===== config.mk =====
export PLATFORM = sky130hd
export DESIGN_NAME = rx_txn_controller
export DESIGN_NICKNAME = d
export VERILOG_FILES = /design/src/rtl/rx_txn_controller.sv
export SDC_FILE = /design/constraint.sdc
export NUM_CORES = 1
export LEC_CHECK = 0
export ABC_AREA = 1
export CORE_UTILIZATION = 35
export DETAILED_ROUTE_END_ITERATION = 7
export PLACE_DENSITY = 0.66
export SYNTH_ARGS = -nofsm -noshare
export SYNTH_HDL_FRONTEND = slang
export SYNTH_SLANG_ARGS = --single-unit
export TNS_END_PERCENT = 20

===== constraint.sdc =====
create_clock -name clk -period 1.9 [get_ports clk]
set_input_delay 0.38 -clock clk [delete_from_list [all_inputs] [get_ports clk]]
set_output_delay 0.38 -clock clk [all_outputs]
set_load 0.01 [all_outputs]

===== src/rtl/rx_txn_controller.sv =====
// Read-transaction controller for an IN/DATA0 exchange: it issues the IN token, waits for data,
// and answers with ACK or NAK. Failed attempts are retried until MAX_TRIES is reached.
module rx_txn_controller #(
  parameter int unsigned TIMEOUT   = 200,
  parameter int unsigned MAX_TRIES = 8
) (
  input  logic        clk,
  input  logic        rst_L,
  input  logic        start,
  input  logic        tok_done,
  input  logic        hs_done,
  input  logic        havepkt,
  input  logic        error,
  input  logic        haveack,
  input  logic        havenak,
  input  logic [63:0] dec_data,
  output logic        send_in,
  output logic        send_ack,
  output logic        send_nak,
  output logic [63:0] data_out,
  output logic        busy,
  output logic        done,
  output logic        fail
);

  typedef enum logic [3:0] {
    IDLE      = 4'd0,
    SEND_TOK  = 4'd1,
    WAIT_TOK  = 4'd2,
    WAIT_DATA = 4'd3,
    SEND_ACK  = 4'd4,
    WAIT_ACK  = 4'd5,
    SEND_NAK  = 4'd6,
    WAIT_NAK  = 4'd7,
    FINISH    = 4'd8,
    ABORT     = 4'd9
  } state_t;

  localparam logic [3:0] MAX_TRIES_C = 4'(MAX_TRIES);
  localparam logic [9:0] TMO_LAST_C  = 10'(TIMEOUT - 1);

  state_t      state_q, state_d;
  logic [3:0]  try_q, try_d, try_inc_s;
  logic [9:0]  tmo_q, tmo_d;
  logic [63:0] data_q, data_d;
  logic        send_in_q, send_ack_q, send_nak_q, busy_q, done_q, fail_q;

  assign try_inc_s = try_q + 4'd1;

  // Next-state, retry bookkeeping and payload capture.
  always_comb begin
    state_d = state_q;
    try_d   = try_q;
    tmo_d   = tmo_q;
    data_d  = data_q;
    case (state_q)
      IDLE: begin
        if (start) begin
          state_d = SEND_TOK;
          try_d   = 4'd0;
        end else begin
          state_d = IDLE;
        end
      end
      SEND_TOK: state_d = WAIT_TOK;
      WAIT_TOK: begin
        if (tok_done) begin
          state_d = WAIT_DATA;
          tmo_d   = 10'd0;
        end else begin
          state_d = WAIT_TOK;
        end
      end
      WAIT_DATA: begin
        // A corrupted packet outranks a good one in the same cycle.
        if (error) begin
          try_d   = try_inc_s;
          state_d = SEND_NAK;
        end else if (havepkt) begin
          data_d  = dec_data;
          state_d = SEND_ACK;
        end else if (havenak || haveack || (tmo_q == TMO_LAST_C)) begin
          try_d   = try_inc_s;
          state_d = (try_inc_s == MAX_TRIES_C) ? ABORT : SEND_TOK;
        end else begin
          tmo_d   = tmo_q + 10'd1;
        end
      end
      SEND_ACK: state_d = WAIT_ACK;
      SEND_NAK: state_d = WAIT_NAK;
      WAIT_ACK: begin
        if (hs_done) begin
          state_d = FINISH;
        end else begin
          state_d = WAIT_ACK;
        end
      end
      WAIT_NAK: begin
        if (hs_done) begin
          state_d = (try_q == MAX_TRIES_C) ? ABORT : SEND_TOK;
        end else begin
          state_d = WAIT_NAK;
        end
      end
      FINISH:  state_d = IDLE;
      ABORT:   state_d = IDLE;
      default: state_d = IDLE;
    endcase
  end

  // State, counters, payload and outputs; outputs are decoded from the next state so they
  // line up with the state they describe while still coming straight from flops.
  always_ff @(posedge clk or negedge rst_L) begin
    if (!rst_L) begin
      state_q    <= IDLE;
      try_q      <= 4'd0;
      tmo_q      <= 10'd0;
      data_q     <= 64'd0;
      send_in_q  <= 1'b0;
      send_ack_q <= 1'b0;
      send_nak_q <= 1'b0;
      busy_q     <= 1'b0;
      done_q     <= 1'b0;
      fail_q     <= 1'b0;
    end else begin
      state_q    <= state_d;
      try_q      <= try_d;
      tmo_q      <= tmo_d;
      data_q     <= data_d;
      send_in_q  <= (state_d == SEND_TOK);
      send_ack_q <= (state_d == SEND_ACK);
      send_nak_q <= (state_d == SEND_NAK);
      busy_q     <= (state_d != IDLE);
      done_q     <= (state_d == FINISH);
      fail_q     <= (state_d == ABORT);
    end
  end

  assign send_in  = send_in_q;
  assign send_ack = send_ack_q;
  assign send_nak = send_nak_q;
  assign busy     = busy_q;
  assign done     = done_q;
  assign fail     = fail_q;
  assign data_out = data_q;

endmodule


# Word-level counts from Yosys, hierarchy flattened
# Index checks and enable logic that the tools add are counted.
# totals
reg_bits,88
out_inout_bits,70
inputBits,73
word_cells,64
# op_classes
addsub,2
reduce_logical,9
eq_ne,22
n_bitwise,1
mux,20
# ops
operator,count
4-bit 2-to-1 mux,11
10-bit 2-to-1 mux,4
4-bit one-hot mux with 8 select lines,1
4-bit by 3-bit == test with 1-bit output (second input constant),6
10-bit one-hot mux with 2 select lines,1
4-bit == test (second input constant),4
10-bit by 1-bit adder with 10-bit output (second input constant),1
10-bit by 8-bit == test with 1-bit output (second input constant),1
2-bit inequality test (second input constant),5
4-bit by 1-bit == test with 1-bit output (second input constant),2
4-bit by 2-bit == test with 1-bit output (second input constant),2
4-bit one-hot mux with 2 select lines,1
3-bit inequality test (second input constant),2
5-bit AND reduction,1
4-bit by 1-bit adder with 4-bit output (second input constant),1
4-bit logical NOT,1
4-bit AND reduction,1
2-bit nonzero test,2
4-bit nonzero test,1
3-bit AND reduction,1
1-bit logical OR,2
1-bit 2-to-1 mux,2
1-bit inverter,1

# Longest topological paths before layout
# Gate-level depths: netlist of run 1.
# logic_depth
ltp_word,8
mapped_depth,11
mapped_depth_nobuf,11

# Worst setup path after synthesis of run 1
# Ideal clock, no wire load.
# synth_timing
path_type,register to register
start,register tmo_q[0]
end,register tmo_q[2]
stages_incl_launch_ff,11
path_buffers,1
setup_time_ns,0.118
required_time_ns,1.782
synth_period_minus_slack_ns,1.576
arrival_time_ns,1.458
setup_slack_ns,0.324
cell_sequence,dfrtp_1 > ha_1 > nand2_1 > nor2_1 > nand3_1 > nand2_1 > a21oi_1 > nand2_2 > buf_6 > nand2_1 > o21ai_2
# synth_between
elab_chain_len,5
word_cells_on_any_way,9
classes_between,add/sub (1); eq/ne (2); mux (4); reduce/logical (2)
# synth_rtl
item,line_no,source
start: declaration,44,"logic [9:0] tmo_q, tmo_d;"
start signal: assignment,128,tmo_q <= tmo_d;
10-bit by 1-bit adder with 10-bit output,86,tmo_d = tmo_q + 10'd1;
10-bit 2-to-1 mux,82,end else if (havenak || haveack || (tmo_q == TMO_LAST_C)) begin
10-bit 2-to-1 mux,79,end else if (havepkt) begin
10-bit 2-to-1 mux,76,if (error) begin
10-bit one-hot mux with 2 select lines,56,case (state_q)
# Several ways; a longest one is shown, not always the timed one. The select of a mux whose other input is x is not followed.
# A chain may end at the register's enable or synchronous reset.

# Final worst setup path of run 1
# layout_timing
start,register tmo_q[1]
end,register tmo_q[0]
# layout_between
elab_chain_len,4
# layout_rtl
item,line_no
10-bit by 8-bit == test with 1-bit output,82
1-bit logical OR,82
2-bit inequality test (no source line),--
5-bit AND reduction (no source line),--
# Every way passes these cells.

==> out/results.ini, run 1 <==
[timing]
setup_violations = 0
fin_skew_ps = 7.809
tns_ps = 0
final-hold-violation-count = 0
finalCritPeriodShare_pct = 93.54
timing.fmax_mhz = 562.7
rsz0062_at_grt = false
slew_headroom_pct = 69.91
period_minus_slack_ps = 1777
drv_slew = 0
tightestPinTransition_ps = 451.3
whs_ps = 470.2

[logic_synthesis]
synthCells = 456
ys_warn_count = 0
yosysTopAreaCell = dfrtp_1
syn_nets = 533
synth_seq_area_share_pct = 56.96
synth_cell_types = 23
yosys-top-cells-area = dfrtp_1 57%, nand2_1 24%, buf_6 4.4%
ys_ff_latch = 88
syn_area_sq_um = 3866
synth_top_area_share_pct = 56.96
avgSynthCellArea_sq_um = 8.479

[clock_network]
htreeDepth = 3
clkTransAtPathRegs_ps = 80
postCtsSetupBuffers = 0
cts_tree = done
clock_sinks = 88
insertion_delay_ps = 360
numCtsBuffers = 9
cts.path.max_buffers = 2
cts_root_buf = clkbuf_8

[critical_path]
worst_ep_arrival_time_ps = 2020
start_kind = register
worstPathRequired_ps = 2150
crit_fanout = 4
crit_path_end_kind = register
worstSetupPathType = reg -> reg

[die]
core_sq_um = 10790
rows = 38
die_w_um = 107.1
start_util_pct = 35.82
die-area_sq_um = 11470
ios = 143
die_y_um = 107.1

[routing]
drt_first_pass_iters = 4
wl_per_cell_um = 12.54
drt_iter0_drc = 232
drc = 0
viasPerCell = 4.463
vias = 3356
routed_wl_um = 9429
final_antenna_net_count = 0

[placement]
io_buffers = 142
gp_congestion = 0.8235
dp.cells = 736
dp_hpwl_um = 6810

[power_and_ir_drop]
leakage_nw = 2.754
seqPwrFrac_pct = 40.7
pwr-share-comb_pct = 43.8
p_sw_mw = 2.613
powerDensity_nw_per_um2 = 1317
swShare_pct = 35.26
power.internal_mw = 4.798
ir_drop_v = 0.0006691
pwr-share-clk_pct = 15.5

[grt]
grt_pass1_vias = 3180
grt_overflow = 0
grt_start_max_net_pins = 66
grt_usage_pct = 17.22
grt_pass1_wl_um = 15390
antenna_found_initial = 0

[finish]
diodes = 0
final_util_pct = 52.16
layout.cells.non_filler = 752
area_growth_pct = 45.60
drive_gt1_share_pct = 7.353
nNetsFinal = 685

[job]
max_cap_violations = 0

[min_path]
min_path_type = reg -> reg

[run_status]
status = finished clean

==> path summary, 6_finish.rpt <==
path,slack (ps),to,depth (start not counted),startpoint
worst min-delay path,470,data_out[18],2,data_out[18]
max in group asynchronous,850,data_out[16],3,rst_L
min in group asynchronous,500,data_out[58],2,rst_L
worst max-delay path,120,tmo_q[0],10,tmo_q[1]
worst max register to register,120,tmo_q[0],10,tmo_q[1]
worst min register to register,470,data_out[18],2,data_out[18]
==> metal layers <==
metal | track usage [%] | vias to the layer above | share of wire (%)
met5 | 0 | - | 0
met4 | 4.990 | 0 | 1.1
met3 | 4.134 | 10 | 7.0
met2 | 26.54 | 110 | 44
met1 | 24.03 | 1544 | 48
li1 | - | 1692 | -
==> sequential cells by signal (all words and copies together), names as in the netlist <==
register,count
data_out,64
tmo_q,10
state_q,4
try_q,4
busy,1
done,1
fail,1
send_ack,1
send_in,1
send_nak,1
==> kinds of logic (layout without fill, tap and decap cells) <==
family | Yosys count | count (layout) | synth area share [%]
AND/OR/NAND/NOR | 305 | 305 | 31.46
buffers and inverters | 39 | 195 | 6.731
AO/OA/AOI/OAI | 14 | 14 | 2.201
XOR/XNOR | 6 | 6 | 1.359
flip-flops | 88 | 88 | 56.96
adder cells (fa/ha/maj) | 4 | 4 | 1.295
==> critical path: stages, from the launching register on <==
cell     delay, ps
dfrtp_1        420
ha_1           220
nand2_1        120
nor2_1          60
nand3_1        140
nand2_1        130
a21oi_2        170
nand2_2        100
buf_4          150
nor2_1          90
nor2_1          60
==> cell type report <==
type | instances | area [sq um]
Sequential cell | 88 | 2202
Clock buffer | 10 | 137.6
Clock inverter | 5 | 33.78
Timing Repair Buffer | 157 | 1584
Inverter | 23 | 86.33
Fill cell | 1055 | 5164
Tap cell | 140 | 175.2
Multi-Input combinational cell | 329 | 1410
==> power by group through the flow <==
stage / Combinational (mW) / Sequential, mW / Clock [mW]
2_1_floorplan: 1.14 / 3.30 / 0
3_3_place_gp: 3.23 / 3.02 / 0
3_5_place_dp: 3.28 / 3.04 / 0
4_1_cts: 3.28 / 3.02 / 1.20
5_1_grt: 3.59 / 3.12 / 1.27
6_report: 3.25 / 3.01 / 1.15
==> stage by stage <==
step | power, mW | setup WS [ps] | cell area, sq um
final | 7.412 | 122.8 | 5629
after global routing | 7.982 | 30.11 | 5629
after CTS | 7.493 | 82.18 | 5623
after detailed placement | 6.322 | 81.62 | 5441
after global placement | 6.248 | 95.17 | 5441
after floorplan | 4.447 | 324.3 | 3866
==> layout by cell type (no fill, tap or decap) <==
cell type and count:
nand4_1 5, nand2_2 3, nand2_4 1, ha_1 4, nor2_1 26, a21oi_2 1
clkinv_4 1, buf_4 11, nor3_4 1, nand2_1 248, clkbuf_8 10, buf_12 4
nand3_1 14, o21ai_0 2, a21oi_1 3, nand3b_1 2, clkinv_2 2, inv_2 3
xnor2_1 2, nor2_2 1, o21ai_1 4, nor3_1 3, dlygate4sd3_1 1, inv_1 20
o21ai_2 4, xor2_1 4, clkinvlp_4 2, clkdlybuf4s50_1 141, or2_2 1, dfrtp_1 88
==> what timing repair did <==
item	4_1_cts	5_1_grt
hold buffers	1	0
endpoints found under the setup margin	0	9
endpoints found under the hold margin	30	0
gates resized for setup	0	2
==> cell usage after synthesis, drive strengths merged <==
cell and count:
xnor2 2, a21oi 4, dfrtp 88, or2 1, ha 4, o21ai 10
nand2 252, nand3 14, buf 16, nand3b 2, nand4 5, nor2 27
xor2 4, nor3 4, inv 23
Note: power is estimated with default switching activity, not from simulation.
==> inputs of run 2 (changes only) <==
CORE_MARGIN = 8   (was default)
CTS_BUF_LIST = sky130_fd_sc_hd__clkbuf_16   (was default)
==> run 2 against run 1 <==
Die area up 28%. Largest power group unchanged. Largest cell class unchanged. Cell area up 2.9%. Via count up 0.57%. Total power grew 11%.
==> out/results.ini, run 2 (same netlist as run 1, synthesis figures left out) <==
[critical_path]
worst_ep_arrival_time_ps = 1990  ; -30 ps
reg2reg_from = tmo_q[1]
path_buf_inv = 1  ; unchanged
reg2reg_setup_slack_ps = 170  ; +40 ps
crit_slowest_cell = dfrtp_1
critical_path.most_common_cell = nor2_1
cpPeakStageDelay_ps = 410  ; about the same
crit_fanout = 6  ; +2
worstPathRequired_ps = 2160  ; about the same
critPathTopFamily = simple AND/OR/NAND/NOR gates
rr_worst_depth = 10  ; unchanged
cp_num_cells = 10  ; unchanged
worstSetupPathType = reg -> reg
start_kind = register
cp_cell_sequence = ha_1, nand2_1, nor2_1, nand3_1, nand2_1, a21oi_2, nand2_2, inv_1, nor2_1, nor2_1
crit_path_end_kind = register
startpoint = tmo_q[1]

[finish]
mostFrequentLayoutCells = 248 x nand2_1, 141 x clkdlybuf4s50_1, 88 x dfrtp_1
num-fill-cells = 1008  ; -4.5%
final_common_cell = nand2_1
design_area_sq_um = 5792  ; +2.9%
drive_gt1_share_pct = 7.201  ; -0.15 points
nNetsFinal = 683  ; -0.29%
largest_reg_flops = 64  ; unchanged
area_growth_pct = 49.81
diodes = 0  ; unchanged

[routing]
drc = 0  ; unchanged
routed_wl_um = 10370  ; +10%
drt_iter0_drc = 260  ; +12%
viasPerCell = 4.494  ; +0.70%
vias = 3375  ; +0.57%
wl_per_cell_um = 13.81  ; +10%
drt_first_pass_iters = 4  ; unchanged
final_antenna_net_count = 0  ; unchanged

[power_and_ir_drop]
powerDensity_nw_per_um2 = 1426  ; +8.3%
ir_drop_v = 0.0006243  ; -6.7%
swShare_pct = 32.57  ; -2.7 points
leakage_nw = 2.835  ; +3.0%
pwr-share-comb_pct = 39.7  ; -4.1 points
pwr-share-clk_pct = 23.9  ; +8.4 points
total_power_mw = 8.261  ; +11%
p_sw_mw = 2.691  ; +3.0%
power.internal_mw = 5.570  ; +16%
seqPwrFrac_pct = 36.4  ; -4.3 points

[placement]
io_buffers = 142  ; unchanged
gp_congestion = 0.8716  ; +5.8%
place_area_sq_um = 5446  ; about the same
dp_hpwl_um = 7813  ; +15%

[timing]
slew_headroom_pct = 66.84  ; -3.1 points
setup_violations = 0  ; unchanged
fin_skew_ps = 5.183  ; -2.626 ps
period_minus_slack_ps = 1733  ; -44.31 ps
tightestPinTransition_ps = 497.4  ; +46.12 ps
tns_ps = 0  ; unchanged
drv_slew = 0  ; unchanged
finalCritPeriodShare_pct = 91.21  ; -2.3 points
final-hold-violation-count = 0  ; unchanged
timing.fmax_mhz = 577.1  ; +2.6%
rsz0062_at_grt = false

[die]
rows = 38  ; unchanged
start_util_pct = 35.82  ; unchanged
ios = 143  ; unchanged
die-area_sq_um = 14670  ; +28%
die_w_um = 121.1  ; +13%
core_sq_um = 10790  ; unchanged
die_y_um = 121.1  ; +13%

[grt]
grt_pass1_wl_um = 17020  ; +11%
grt_overflow = 0  ; unchanged
grt_start_max_net_pins = 49  ; -26%
antenna_found_initial = 0  ; unchanged
grt_usage_pct = 14.45  ; -2.8 points
grt_pass1_vias = 3334  ; +4.8%

[clock_network]
numCtsBuffers = 9  ; unchanged
clkTransAtPathRegs_ps = 60  ; -20 ps
cts.path.max_buffers = 2  ; unchanged
htreeDepth = 3  ; unchanged
postCtsHoldBufs = 0  ; -1
cts_root_buf = clkbuf_16
insertion_delay_ps = 330  ; -30 ps
cts_tree = done
clock_sinks = 88  ; unchanged

[run_status]
status = finished clean

[min_path]
min_path_type = in -> async

[job]
max_cap_violations = 0  ; unchanged

run 2: changes by cell type in the layout (fill, tap and decap cells not counted), sizes merged:
cell	change
bufinv	+3
clkinvlp	-2
buf	-1
clkbuf	-1
dlygate4sd3	-1
inv	+1
run 2: worst paths after layout:
| kind | to |
|---|---|
| worst max-delay path | tmo_q[0] |
| worst min-delay path | data_out[52] |
| worst max register to register | tmo_q[0] |
| worst min register to register | data_out[48] |
| max in group asynchronous | data_out[51] |
| min in group clk | data_out[48] |
run 2: area by class of cell:
type | count | area, sq um | area share, %
inverter | 23 | 86.33 | 1.491
multi-input combinational | 329 | 1413 | 24.39
tap | 140 | 175.2 | 3.024
timing repair buffer | 155 | 1579 | 27.26
clock inverter | 7 | 111.4 | 1.923
clock buffer | 9 | 225.2 | 3.889
sequential | 88 | 2202 | 38.02
run 2: routing by layer:
metal | wire, um | up-vias | part of all wire (%) | track usage [%]
li1 | - | 1693 | - | -
met1 | 4589 | 1553 | 44 | 18.54
met2 | 4775 | 119 | 46 | 22.73
met3 | 878 | 10 | 8.5 | 4.141
met4 | 131 | 0 | 1.3 | 5.152
met5 | 0 | - | 0 | 0
run 2: what timing repair did:
action                                  in CTS  in global routing
gates resized for setup                      0                  3
setup buffers                                0                  0
endpoints found under the setup margin       0                 13
hold endpoints to repair                     0                  0
run 2: power groups by stage:
stage               combinational [mW]  clock (mW)  sequential [mW]
floorplan                         1.14           0             3.30
global route                      3.63        2.11             3.09
detailed placement                3.33           0             3.02
finish                            3.28        1.97             3.00
CTS                               3.34        2.02             3.00
global placement                  3.26           0             3.01
run 2: metrics by stage:
step	cells	hold slack, ps	utilization, %	setup WS (ps)
2_1_floorplan	456	84.41	-	324.3
3_3_place_gp	735	392.4	50.46	23.22
3_5_place_dp	735	384.4	50.46	29.14
4_1_cts	751	29.25	53.58	143.9
5_1_grt	751	50.01	53.66	30.33
6_report	751	21.41	53.66	167.1
==> inputs of run 3 (changes only) <==
CORE_UTILIZATION = 44   (was 35)
PLACE_DENSITY = 0.79   (was 0.66)
==> run 3 against run 2 <==
First-iteration DRC count shrank 43%. Largest cell class unchanged. Clock-buffer cell count unchanged. Global-route usage rose by 3.1 points. Utilization grew 12 points. Clock power fell by 6%. Combinational power hardly changed. Hold slack better by 19 ps. Fmax fell by 0.62%. Sequential cell count stayed put. Highest routed layer unchanged.
==> out/results.ini, run 3 (same netlist as run 1, synthesis figures left out) <==
[routing]
drt_iter0_drc = 148  ; -43%
vias = 3423  ; +1.4%
drt_first_pass_iters = 4  ; unchanged
routed_wl_um = 10480  ; +0.97%
final_antenna_net_count = 0  ; unchanged
viasPerCell = 4.767  ; +6.1%
wl_per_cell_um = 14.59  ; +5.6%
drc = 0  ; unchanged

[critical_path]
crit_path_end_kind = register
worst_ep_arrival_time_ps = 1960  ; -30 ps
worstPathRequired_ps = 2120  ; -40 ps
start_kind = register
crit_fanout = 5  ; -1
worstSetupPathType = reg -> reg

[power_and_ir_drop]
powerDensity_nw_per_um2 = 1427  ; about the same
total_power_mw = 8.137  ; -1.5%
ir_drop_v = 0.0006345  ; +1.6%
pwr-share-comb_pct = 40.2  ; +0.5 points
pwr-share-clk_pct = 22.7  ; -1.2 points
p_sw_mw = 2.708  ; +0.65%
leakage_nw = 2.806  ; -1.0%
power.internal_mw = 5.429  ; -2.5%
swShare_pct = 33.28  ; +0.71 points
seqPwrFrac_pct = 37.1  ; +0.7 points

[finish]
num-fill-cells = 691  ; -31%
nNetsFinal = 682  ; -0.15%
drive_gt1_share_pct = 6.721  ; -0.48 points
mostFrequentLayoutCells = 248 x nand2_1, 141 x clkdlybuf4s50_1, 88 x dfrtp_1
largest_reg_flops = 64  ; unchanged
design_area_sq_um = 5702  ; -1.6%
diodes = 0  ; unchanged
area_growth_pct = 47.48
final_common_cell = nand2_1
final_util_pct = 66.02  ; +12 points

[timing]
timing.fmax_mhz = 573.5  ; -0.62%
fin_skew_ps = 5.248  ; +0.06581 ps
finalCritPeriodShare_pct = 91.77  ; +0.57 points
tightestPinTransition_ps = 572.4  ; +74.95 ps
tns_ps = 0  ; unchanged
drv_slew = 0  ; unchanged
whs_ps = 40.64  ; +19.23 ps
rsz0062_at_grt = false
slew_headroom_pct = 61.84  ; -5.0 points
period_minus_slack_ps = 1744  ; +10.75 ps
final-hold-violation-count = 0  ; unchanged
setup_violations = 0  ; unchanged

[clock_network]
clkTransAtPathRegs_ps = 60  ; about the same
cts_root_buf = clkbuf_16
cts_tree = done
htreeDepth = 3  ; unchanged
insertion_delay_ps = 330  ; about the same
postCtsSetupBuffers = 0  ; unchanged
clock_sinks = 88  ; unchanged
numCtsBuffers = 9  ; unchanged
cts.path.max_buffers = 2  ; unchanged

[grt]
grt_pass1_vias = 3370  ; +1.1%
grt_overflow = 0  ; unchanged
grt_start_max_net_pins = 45  ; -8.2%
grt_pass1_wl_um = 16840  ; -1.1%
antenna_found_initial = 0  ; unchanged
grt_usage_pct = 17.58  ; +3.1 points

[placement]
gp_congestion = 0.9055  ; +3.9%
io_buffers = 142  ; unchanged
dp_hpwl_um = 7878  ; +0.83%
place_area_sq_um = 5386  ; -1.1%

[die]
core_sq_um = 8636  ; -20%
rows = 34  ; -11%
start_util_pct = 44.77  ; +8.9 points
die-area_sq_um = 12040  ; -18%
ios = 143  ; unchanged
die_w_um = 109.7  ; -9.4%
die_y_um = 109.7  ; -9.4%

[run_status]
status = finished clean

[job]
max_cap_violations = 0  ; unchanged

[min_path]
min_path_type = in -> async

==> run 3: worst paths after layout <==
path                              startpoint            to  slack (ps)  cells after the start
worst max register to register      tmo_q[1]      tmo_q[0]         160                     10
worst max-delay path                tmo_q[1]      tmo_q[0]         160                     10
max in group asynchronous              rst_L  data_out[19]        1240                      2
worst min-delay path                   rst_L  data_out[55]          40                      1
min in group clk                data_out[21]  data_out[21]         470                      2
worst min register to register  data_out[21]  data_out[21]         470                      2
==> run 3: layer usage <==
metal	global-route usage, %	vias up	wire length (um)
met4	4.050	0	68
met3	5.158	6	967
met1	21.86	1618	4424
met2	29.50	107	5015
met5	0	-	0
li1	-	1692	-
==> run 3: power groups by stage <==
stage	registers (mW)	clock network (mW)	logic, mW
after floorplan	3.30	0	1.14
after CTS	3.02	1.89	3.33
final	3.02	1.85	3.27
after detailed placement	3.04	0	3.32
after global routing	3.11	1.97	3.61
after global placement	3.03	0	3.21
==> run 3: metrics by stage <==
step,setup slack [ps],std cells
6_report,156.3,718
5_1_grt,19.86,718
4_1_cts,144.3,718
3_5_place_dp,29.16,702
3_3_place_gp,122.5,702
2_1_floorplan,324.3,456
==> run 3: final cells by class <==
class | count | area (sq um) | area share, %
sequential | 88 | 2202 | 38.62
timing repair buffer | 154 | 1559 | 27.34
multi-input combinational | 329 | 1406 | 24.67
clock buffer | 9 | 225.2 | 3.950
tap | 108 | 135.1 | 2.370
clock inverter | 7 | 87.58 | 1.536
inverter | 23 | 86.33 | 1.514
==> run 3: what timing repair did <==
action	in CTS	in global routing
hold endpoints to repair	0	0
hold buffers	0	0
setup endpoints to repair	0	2
resized for setup	0	2
==> run 3: worst max-delay path: stages (launching register included) <==
cell,delay (ps)
dfrtp_1,410
ha_1,210
nand2_1,110
nor2_1,50
nand3_1,140
nand2_1,110
a21oi_1,180
nand2_2,120
buf_4,170
nor2_1,80
nor2_1,50
